===== src/rtl/elevator_call_latch.sv =====
// Request-capture stage: synchronises and debounces seven push-buttons and holds
// each confirmed press as a sticky request until the car opens at that floor.
module elevator_call_latch #(
    parameter int DEBOUNCE_CYCLES = 4,
    parameter int CNT_W           = 3
) (
    input  logic       clk,
    input  logic       rst,
    input  logic [6:0] raw_btn,
    input  logic       floor_one,
    input  logic       floor_two,
    input  logic       floor_three,
    input  logic       elevator_open,
    output logic [6:0] req,
    output logic       any_req
);

    localparam logic [CNT_W-1:0] CNT_MAX = CNT_W'(DEBOUNCE_CYCLES - 1);

    logic [6:0]       s1;
    logic [6:0]       s2;
    logic [6:0]       db;
    logic [CNT_W-1:0] cnt      [7];
    logic [CNT_W-1:0] cnt_next [7];
    logic [6:0]       db_next;
    logic [6:0]       set;
    logic [6:0]       clr;
    logic [6:0]       req_next;
    logic             svc_1;
    logic             svc_2;
    logic             svc_3;

    always_comb begin
        db_next = db;
        set     = '0;
        for (int unsigned i = 0; i < 7; i++) begin
            cnt_next[i] = cnt[i];
            if (s2[i] == db[i]) begin
                cnt_next[i] = '0;
            end else if (cnt[i] == CNT_MAX) begin
                db_next[i]  = s2[i];
                cnt_next[i] = '0;
                set[i]      = s2[i];
            end else begin
                cnt_next[i] = cnt[i] + CNT_W'(1);
            end
        end
    end

    // Malformed multi-floor indications simply clear every indicated floor.
    assign svc_1    = elevator_open & floor_one;
    assign svc_2    = elevator_open & floor_two;
    assign svc_3    = elevator_open & floor_three;
    assign clr      = {svc_3, svc_2, svc_1, svc_3, svc_2, svc_2, svc_1};
    assign req_next = (req | set) & ~clr;

    always_ff @(posedge clk) begin
        if (rst) begin
            s1      <= '0;
            s2      <= '0;
            db      <= '0;
            req     <= '0;
            any_req <= 1'b0;
            for (int unsigned i = 0; i < 7; i++) begin
                cnt[i] <= '0;
            end
        end else begin
            s1      <= raw_btn;
            s2      <= s1;
            db      <= db_next;
            req     <= req_next;
            any_req <= |req_next;
            for (int unsigned i = 0; i < 7; i++) begin
                cnt[i] <= cnt_next[i];
            end
        end
    end

endmodule


===== config.mk =====
export PLATFORM = sky130hd
export DESIGN_NAME = elevator_call_latch
export DESIGN_NICKNAME = d
export VERILOG_FILES = /design/src/rtl/elevator_call_latch.sv
export SDC_FILE = /design/constraint.sdc
export NUM_CORES = 1
export LEC_CHECK = 0
export ABC_AREA = 1
export BUFFER_PORTS_ARGS = -buffer_cell sky130_fd_sc_hd__buf_2
export CAP_MARGIN = 0
export CORE_ASPECT_RATIO = 1.75
export CORE_MARGIN = 2
export CORE_UTILIZATION = 40
export DETAILED_ROUTE_END_ITERATION = 10
export GPL_TIMING_DRIVEN = 1
export MAX_ROUTING_LAYER = met4
export PLACE_DENSITY = 0.67
export SYNTH_ARGS = -nofsm -noshare
export SYNTH_HDL_FRONTEND = slang
export SYNTH_SLANG_ARGS = --single-unit

===== constraint.sdc =====
create_clock -name clk -period 3.8 [get_ports clk]
set_clock_uncertainty 0.2 [all_clocks]
set_input_delay 0.38 -clock clk [delete_from_list [all_inputs] [get_ports clk]]
set_output_delay 0.38 -clock clk [all_outputs]
set_load 0.02 [all_outputs]

Word-level counts from Yosys, hierarchy flattened
Memory sizes are Yosys's and may differ from the RTL's. Index checks and enable logic that the tools add are counted.

Register bits: 29. RAM bits: 21. Output and inout bits: 8. Memories: 1.

Memory list: cnt (words 7, bits a word 3, read ports 7, clocked after Yosys merged registers in 0, wr ports 7, RTL line 23) `logic [CNT_W-1:0] cnt [7];`.

Add/subtract/negate cells: 7. Equality and inequality tests: 14. Muxes and demuxes: 38. Bitwise operators: 20. Reductions and logical operators: 8.

Operators by type and width (count): $mux W3 (21); $add A3 B1 Y3 const B (7); $eq A3 B2 Y1 const B (7); $mux W1 (17); $reduce_and A2 Y1 (7); $and A7 B7 Y7 (1); $eq A1 B1 Y1 (7); $not A1 Y1 (7); $not A7 Y7 (1); $or A1 B1 Y1 (7); $or A7 B7 Y7 (1); $reduce_or A7 Y1 (1); $and A1 B1 Y1 (3).

Longest topological paths before layout
Gate-level depths: netlist (run 1).

Depth in word-level cells: 6. Mapped depth: 8. Gate-level depth less buffers: 8.

Worst setup path after synthesis (run 1)
No wires, ideal clock.

Path kind: reg-to-reg. Start: memory cnt[0][0]. End: register any_req. Setup time: 0.117 ns. Data arrival time: 1.064 ns. Slack: 2.419 ns. Stages on the path, launching flop included: 9. Cells stage by stage: dfxtp_1 ha_1 ha_1 nand3_2 nand2_1 nand2_1 nand2_1 nor2_1 a21oi_2.

RTL lines: start: declaration (RTL line 23); end signal: assignment (RTL line 72) `any_req <= |req_next;`; end: declaration (RTL line 15) `output logic any_req`.

==> impl.org, run 1 <==
** Outcome
- The flow ran to the end, and the final reports show no timing, DRC or antenna violations.

** Clock network
- In this run, post-CTS repair resized a total of 0 instances.
- In this run, CTS created clock tree buffers numbering 5.
- Root Buffer :: sky130_fd_sc_hd__clkbuf_8
- The later pin in the worst-skew pair is clocked with a latency of 0.30 ns.
- Clock H-tree levels :: 2
- Counting every sink on the clock net gives 50.
- Clock-pin slew was measured on the worst setup and hold paths at 0.08 ns.
- CTS tree :: done
- Post-CTS timing repair inserted 0 buffers for setup.
- For this design, the CTS-stage hold fixing added 0 buffers.
- The clock passes through at most 2 buffers.

** STA
- Highest clock rate :: 0.663 GHz
- Tightest slew margin relative to the limit :: 64.9%
- Hold slack final :: 0.0797 ns
- Crit path time final :: 1.51 ns
- Final period utilization :: 39.7%
- At the pin with the least slew margin, the transition time is 0.527 ns.
- Number of setup violations in the final report :: 0
- For the final routed database, the setup TNS stands at 0 ns.
- Final hold viol count :: 0
- Pins Over Slew Limit :: 0
- Setup repair after global routing missed its margin :: false

** Setup path
- Worst endpoint required time :: 3.77 ns
- R2r worst-path depth :: 8
- STA classifies the critical path endpoint as a flip-flop.
- The worst register-to-register path begins at cnt[3][0].
- End of the worst register-to-register path :: any_req
- Worst Path Arrival :: 1.48 ns
- Most used cell along the critical path :: sky130_fd_sc_hd__nand2_1
- The signal on the critical path passes through ha_1, ha_1, nand2_1, o21bai_1, nand2_1, nand2_1, nor2_1, a21oi_2.
- Critical path capture point :: any_req
- Largest driver fanout on the critical path :: 2
- Highest cell delay on the worst timing path :: 0.32 ns
- STA classifies the critical path startpoint as a flip-flop.
- Across all register-to-register paths, the minimum setup slack is 2.29 ns.
- For this design, the slowest cell found on the critical path is sky130_fd_sc_hd__dfxtp_1.
- The worst setup path is of the reg2reg kind.
- Critical path origin :: cnt[3][0]

** Global route
- The total overflow left after global routing is 0.
- Total track usage :: 12.4%
- Number of antenna violations at the first check in global routing :: 0
- Entering global routing, the biggest net connects 31 pins.
- The number of global-route vias before repair is 1234.
- Global-route wire length before repair :: 4.82 mm

** Floorplanning
- Measured along the x axis, the die boundary spans 55.5 um.
- Total number of placement rows :: 32
- The floorplan step defined a die boundary enclosing 0.00522 sq mm.
- Top-level I/O count :: 21
- Core Box Area :: 0.00444 sq mm
- Measured along the y axis, the die boundary spans 94.1 um.
- Starting density of the core :: 41.8%

** Placed design
- At the end of routability-driven placement, the weighted congestion stood at 0.693.
- In this run the cell area measured after placement is 0.00200 sq mm.
- Count of buffers from port buffering :: 20
- Count of placed standard cells including taps :: 281
- The wire-length estimate of the detail-placed layout is 2.04 mm.

** Logic synthesis
- Synthesis instantiated 16 different standard cells from the library.
- Number of nets produced by synthesis :: 240
- Total of flip-flops plus latches after synthesis :: 50
- Yosys Warn Count :: 0
- After synthesis, flip-flops and latches occupy 53.9% of the total area.
- Post-synthesis instance total :: 213
- In this run the cell area of the synthesized design comes to 0.00186 sq mm.
- Post-synthesis area per instance :: 8.71 sq um

** Route
- Dividing the detail-routed wire length by the instance count gives 9.12 um.
- DR pass1 iterations :: 4
- Average vias per placed instance :: 4.40
- Once detail routing completed, the nets flagged for antenna violations numbered 0.
- DRC violations left :: 0
- Initial detailed-routing violation count :: 26
- The final route contains 1264 vias.
- For this block, the routed nets add up to 2.62 mm of wire.

** Flow run
- The tool flagged a number of max-cap violations equal to 0.

** Hold path
- The startpoint identified for the worst hold timing path is raw_btn[1].
- Tightest Hold Check Type :: in2reg

** Final layout
- Final standard cell area without fillers :: 0.00208 sq mm
- Fraction of layout cells with a size suffix above 1 :: 14.4%
- After the flow finishes, the layout carries non-filler instances totaling 287.
- For this run, the post-layout net count is 264.
- The area growth from synthesis to layout is 12.2%.
- Number of filler instances in the final layout :: 435
- The number of antenna diodes in the final layout is 0.
- The multi-input combinational cells in the finished layout cover a total of 658 sq um.
- Flip-flop and latch area :: 0.00100 sq mm

** Pwr
- The completed layout was analyzed and its total power is 0.855 mW.
- Leakage power of the design :: 0.972 nW
- Max IR drop VDD :: 0.000299 V
- Power spread over the standard cell area amounts to 411 mW/mm^2.
-- per-layer routing --
metal  GRT usage, %  share of wire [%]
met4           6.71                3.1
met3           3.72                3.7
met1           12.7                 43
met5              -                  0
met2           21.1                 50
-- critical path, delay by kind of cell, from the launching register on --
kind            cells  cell delay [ns]
compound gates      2             0.13
fa+ha+maj           2             0.39
simple gates        4             0.34
flops               1             0.32
-- where the power goes --
group	internal (mW)	total (mW)	leakage [nW]	switching (mW)
logic	0.0104	0.0261	0.523	0.0158
clock network	0.140	0.292	0.0431	0.151
registers	0.533	0.537	0.406	0.00477
-- Yosys cell counts --
cell type,count,area share [%]
sky130_fd_sc_hd__a21boi_2,1,0.61
sky130_fd_sc_hd__a21oi_1,6,1.6
sky130_fd_sc_hd__a21oi_2,1,0.47
sky130_fd_sc_hd__buf_2,1,0.27
sky130_fd_sc_hd__buf_4,2,0.81
sky130_fd_sc_hd__dfxtp_1,50,54
sky130_fd_sc_hd__ha_1,14,9.4
sky130_fd_sc_hd__inv_1,46,9.3
sky130_fd_sc_hd__inv_2,1,0.20
sky130_fd_sc_hd__nand2_1,19,3.8
sky130_fd_sc_hd__nand3_1,8,2.2
sky130_fd_sc_hd__nand3_2,5,2.7
sky130_fd_sc_hd__nor2_1,44,8.9
sky130_fd_sc_hd__o21ai_0,6,1.6
sky130_fd_sc_hd__o21bai_1,2,0.81
sky130_fd_sc_hd__xor2_1,7,3.3
-- cells by family (layout without fill, tap and decap cells) --
logic type	after synthesis	in the layout	synth area share, %
adders and majority gates	14	14	9.44
AOI/OAI and AO/OA	16	16	5.12
and+or+nand+nor	76	76	17.6
DFF	50	50	53.9
xor gates and xnor gates	7	7	3.30
buffers and inverters	50	73	10.6
-- sequential cells by signal, indices dropped and copies added (netlist names) --
| register | count |
|---|---|
| s2 | 7 |
| db | 7 |
| any_req | 1 |
| req | 7 |
| cnt | 21 |
| s1 | 7 |
-- through the flow --
| stage | worst slack [ns] | utilization [%] |
|---|---|---|
| after floorplan | 2.42 | - |
| after global placement | 2.22 | 45.0 |
| after detailed placement | 2.17 | 45.0 |
| after CTS | 2.25 | 46.8 |
| after global routing | 2.16 | 46.8 |
| final | 2.29 | 46.8 |
-- area by class of cell --
| type | count | share of cell area (%) |
|---|---|---|
| sequential | 50 | 48.1 |
| multi-input combinational | 113 | 31.6 |
| tap | 51 | 3.06 |
| inverter | 47 | 8.47 |
| timing repair buffer | 20 | 4.81 |
| clock buffer | 6 | 3.97 |
-- layout by cell type (no fill, tap or decap) --
cell,netlist,final
sky130_fd_sc_hd__a21boi_2,1,1
sky130_fd_sc_hd__a21oi_1,6,6
sky130_fd_sc_hd__a21oi_2,1,1
sky130_fd_sc_hd__buf_2,1,20
sky130_fd_sc_hd__clkbuf_8,0,6
sky130_fd_sc_hd__dfxtp_1,50,50
sky130_fd_sc_hd__ha_1,14,14
sky130_fd_sc_hd__inv_1,46,46
sky130_fd_sc_hd__inv_2,1,1
sky130_fd_sc_hd__nand2_1,19,19
sky130_fd_sc_hd__nand3_1,8,8
sky130_fd_sc_hd__nand3_2,5,5
sky130_fd_sc_hd__nor2_1,44,44
sky130_fd_sc_hd__o21ai_0,6,6
sky130_fd_sc_hd__o21bai_1,2,2
sky130_fd_sc_hd__xor2_1,7,7
-- worst min-delay path by stage --
stage | endpoint | slack [ns] | cells after the start
6_report | s1[1] | 0.08 | 3
4_1_cts | s1[1] | 0.08 | 3
5_1_grt | s1[3] | 0.08 | 3
3_3_place_gp | s2[1] | 0.19 | 2
3_5_place_dp | s2[2] | 0.19 | 2
2_1_floorplan | s2[0] | 0.19 | 2
No activity file was read; power rests on OpenSTA's default activity.
==> inputs of run 2 (changes only) <==
PLACE_DENSITY = 0.69   (was 0.67)
clock period = 1.3 ns   (was 3.8 ns; I/O delays follow)
==> impl.org, run 2 (synthesis gave the netlist of run 1 again) <==
** STA
- Setup Total Neg Slack :: -0.321 ns (-0.321 ns)
- The number of hold violations in the final report was 0 (unchanged).
- The number of failing setup endpoints in the final timing report came to 8 (+8).
- Final period utilization :: 108% (+69 points)
- Worst-margin pin slew :: 0.233 ns (-0.294 ns)
- The total count of max-transition violations in the final report is 0 (unchanged).
- The max-slew headroom at the worst pin is 84.4% (+20 points).
- The final critical delay including setup and external delays was 1.41 ns (-0.100 ns).
- The highest attainable clock frequency came to 0.711 GHz (+7.1%).
- Setup slack of the critical path after layout :: -0.107 ns (-2.40 ns)
- Setup repair after global routing missed its margin :: true

** Pwr
- Power per cell area :: 1030 mW/mm^2 (+150%)
- Max IR drop VDD :: 0.00100 V (+230%)
- The static leakage power came to 1.05 nW (+8.3%).

** Final layout
- Fraction of layout cells with a size suffix above 1 :: 32.7% (+18 points)
- Total Nets Final :: 284 (+7.6%)
- The total inserted antenna cells came to 0 (unchanged).
- Synthesis-to-finish area growth :: 32.7%
- Reg with most FFs :: cnt
- Flip-flop count of the largest register after layout :: 21 (unchanged)
- The library cells used most frequently in the layout, excluding fill and tap cells, are sky130_fd_sc_hd__inv_1 (45), sky130_fd_sc_hd__nor2_1 (41), sky130_fd_sc_hd__dfxtp_1 (37).
- Most common cell after layout, fill and taps aside :: sky130_fd_sc_hd__inv_1

** Clock network
- The later-pin clock latency in the skew report was 0.31 ns (about the same).
- Clock H-tree levels :: 2 (unchanged)
- CTS tree :: done
- Count of clock tree sinks :: 50 (unchanged)
- Clock input transition at the sequential cells of the worst setup and hold paths :: 0.09 ns (about the same)
- Total clock buffers created by CTS :: 5 (unchanged)
- The root buffer cell chosen for the clock tree is sky130_fd_sc_hd__clkbuf_8.
- Clock Tree Buf Depth :: 2 (unchanged)

** Placed design
- DP Worst Slack :: -0.152 ns (-2.33 ns)
- The number of I/O port buffers was 20 (unchanged).
- Post-DP HPWL :: 2.16 mm (+6.2%)
- The final RePlAce weighted congestion was 0.675 (-2.6%).

** Setup path
- The critical path in this run is classified as reg2reg.
- Worst endpoint required time :: 1.35 ns (-2.42 ns)
- STA classifies the critical path endpoint as a flip-flop.
- The critical path goes through ha_1, ha_2, nand3_2, a21boi_2, nor2_2, a21oi_2.
- The maximum cell stage delay along the critical path is 0.33 ns (about the same).
- Critical register-to-register path startpoint :: cnt[6][0]
- In this run the worst setup path begins at cnt[6][0].
- Worst Path Arrival :: 1.45 ns (-0.03 ns)
- STA classifies the critical path startpoint as a flip-flop.
- The worst-path maximum fanout came to 2 (unchanged).
- Slowest stage cell on the critical path :: sky130_fd_sc_hd__dfxtp_2

** Floorplanning
- The number of top-level pins was 21 (unchanged).
- Die Area :: 0.00522 sq mm (unchanged)
- Chip height :: 94.1 um (unchanged)
- Core Box Area :: 0.00444 sq mm (unchanged)
- Die width :: 55.5 um (unchanged)
- The starting density of the core was 41.8% (unchanged).
- Total number of placement rows :: 32 (unchanged)

** Flow run
- The number of maximum-capacitance violations is 0 (unchanged).

** Route
- Post-detailed-route count of antenna-violating nets :: 0 (unchanged)
- WL final :: 3.18 mm (+21%)
- DR pass1 iterations :: 3 (-1)
- DRC violations left :: 0 (unchanged)
- The number of DRC markers after the initial detailed-route iteration came to 27 (+3.8%).
- Average vias per placed instance :: 4.42 (+0.26%)
- Drt wl/cell :: 10.3 um (+13%)
- The total via count after detailed routing is 1360 (+7.6%).

** Global route
- The pin count of the biggest net entering global routing came to 21 (-32%).
- Number of global-route vias before repair :: 1420 (+15%)
- Total track usage :: 14.4% (+2.0 points)
- Grt total ovfl :: 0 (unchanged)
- The wire length of the first global-routing pass is 5.66 mm (+18%).
- Number of antenna violations at the first check in global routing :: 0 (unchanged)

** Outcome
- The flow ran to the end, but the final reports show violations.
- Failing checks :: setup timing

** Hold path
- The min-delay analysis places its worst path in the category in2reg.
- Start point of the worst min-delay path :: floor_one
-- run 2: cell count changes in the layout (fill, tap and decap cells not counted), sizes merged --
cell         before  now
buf              20   32
clkinvlp          0    1
dlygate4sd3       0    8
-- run 2: report_power, final --
part | leakage (nW) | internal [mW] | total, mW | switching (mW)
registers | 0.413 | 1.56 | 1.58 | 0.0177
logic | 0.603 | 0.0501 | 0.103 | 0.0527
clock network | 0.0373 | 0.369 | 0.851 | 0.482
-- run 2: layer usage --
metal / global-route usage, % / wire (um) / up-vias / part of all wire [%]
met5: - / 0 / - / 0
li1: - / - / 724 / -
met2: 26.4 / 1680 / 21 / 53
met1: 13.4 / 1300 / 610 / 41
met4: 7.32 / 70 / 0 / 2.2
met3: 4.13 / 129 / 5 / 4.1
-- run 2: metrics by stage --
stage,util [%],std cells,power (mW),hold WS (ns),instance area [sq um]
floorplan,-,213,1.66,0.0370,1930
global placement,47.8,287,1.69,0.132,2120
detailed placement,47.8,287,1.69,0.135,2120
CTS,54.3,306,2.56,0.0332,2410
global route,55.4,308,2.67,0.0345,2460
finish,55.4,308,2.53,0.0253,2460
-- run 2: path summary, 6_finish.rpt --
kind / end / slack, ns / depth (start not counted)
max: any_req / -0.11 / 6
min: req[0] / 0.03 / 5
max reg2reg: any_req / -0.11 / 6
min reg2reg: s2[0] / 0.19 / 2
-- run 2: critical path: cells and delay by family, from the launching register on --
family,cells,cell delay [ns]
AO/OA/AOI/OAI,2,0.32
adder cells (fa/ha/maj),2,0.35
flip-flops,1,0.33
AND/OR/NAND/NOR,2,0.16
-- run 2: area by class of cell --
type,instances,area [sq um]
Clock buffer,6,72.6
Clock inverter,1,7.51
Fill cell,413,1980
Inverter,47,176
Multi-Input combinational cell,113,851
Sequential cell,50,1020
Tap cell,51,63.8
Timing Repair Buffer,40,274
-- run 2: timing repair --
action,CTS,global route
endpoints found under the hold margin,12,0
setup buffers,4,2
resized for setup,19,13
hold buffers,8,0
pin swaps,9,8
endpoints found under the setup margin,7,28
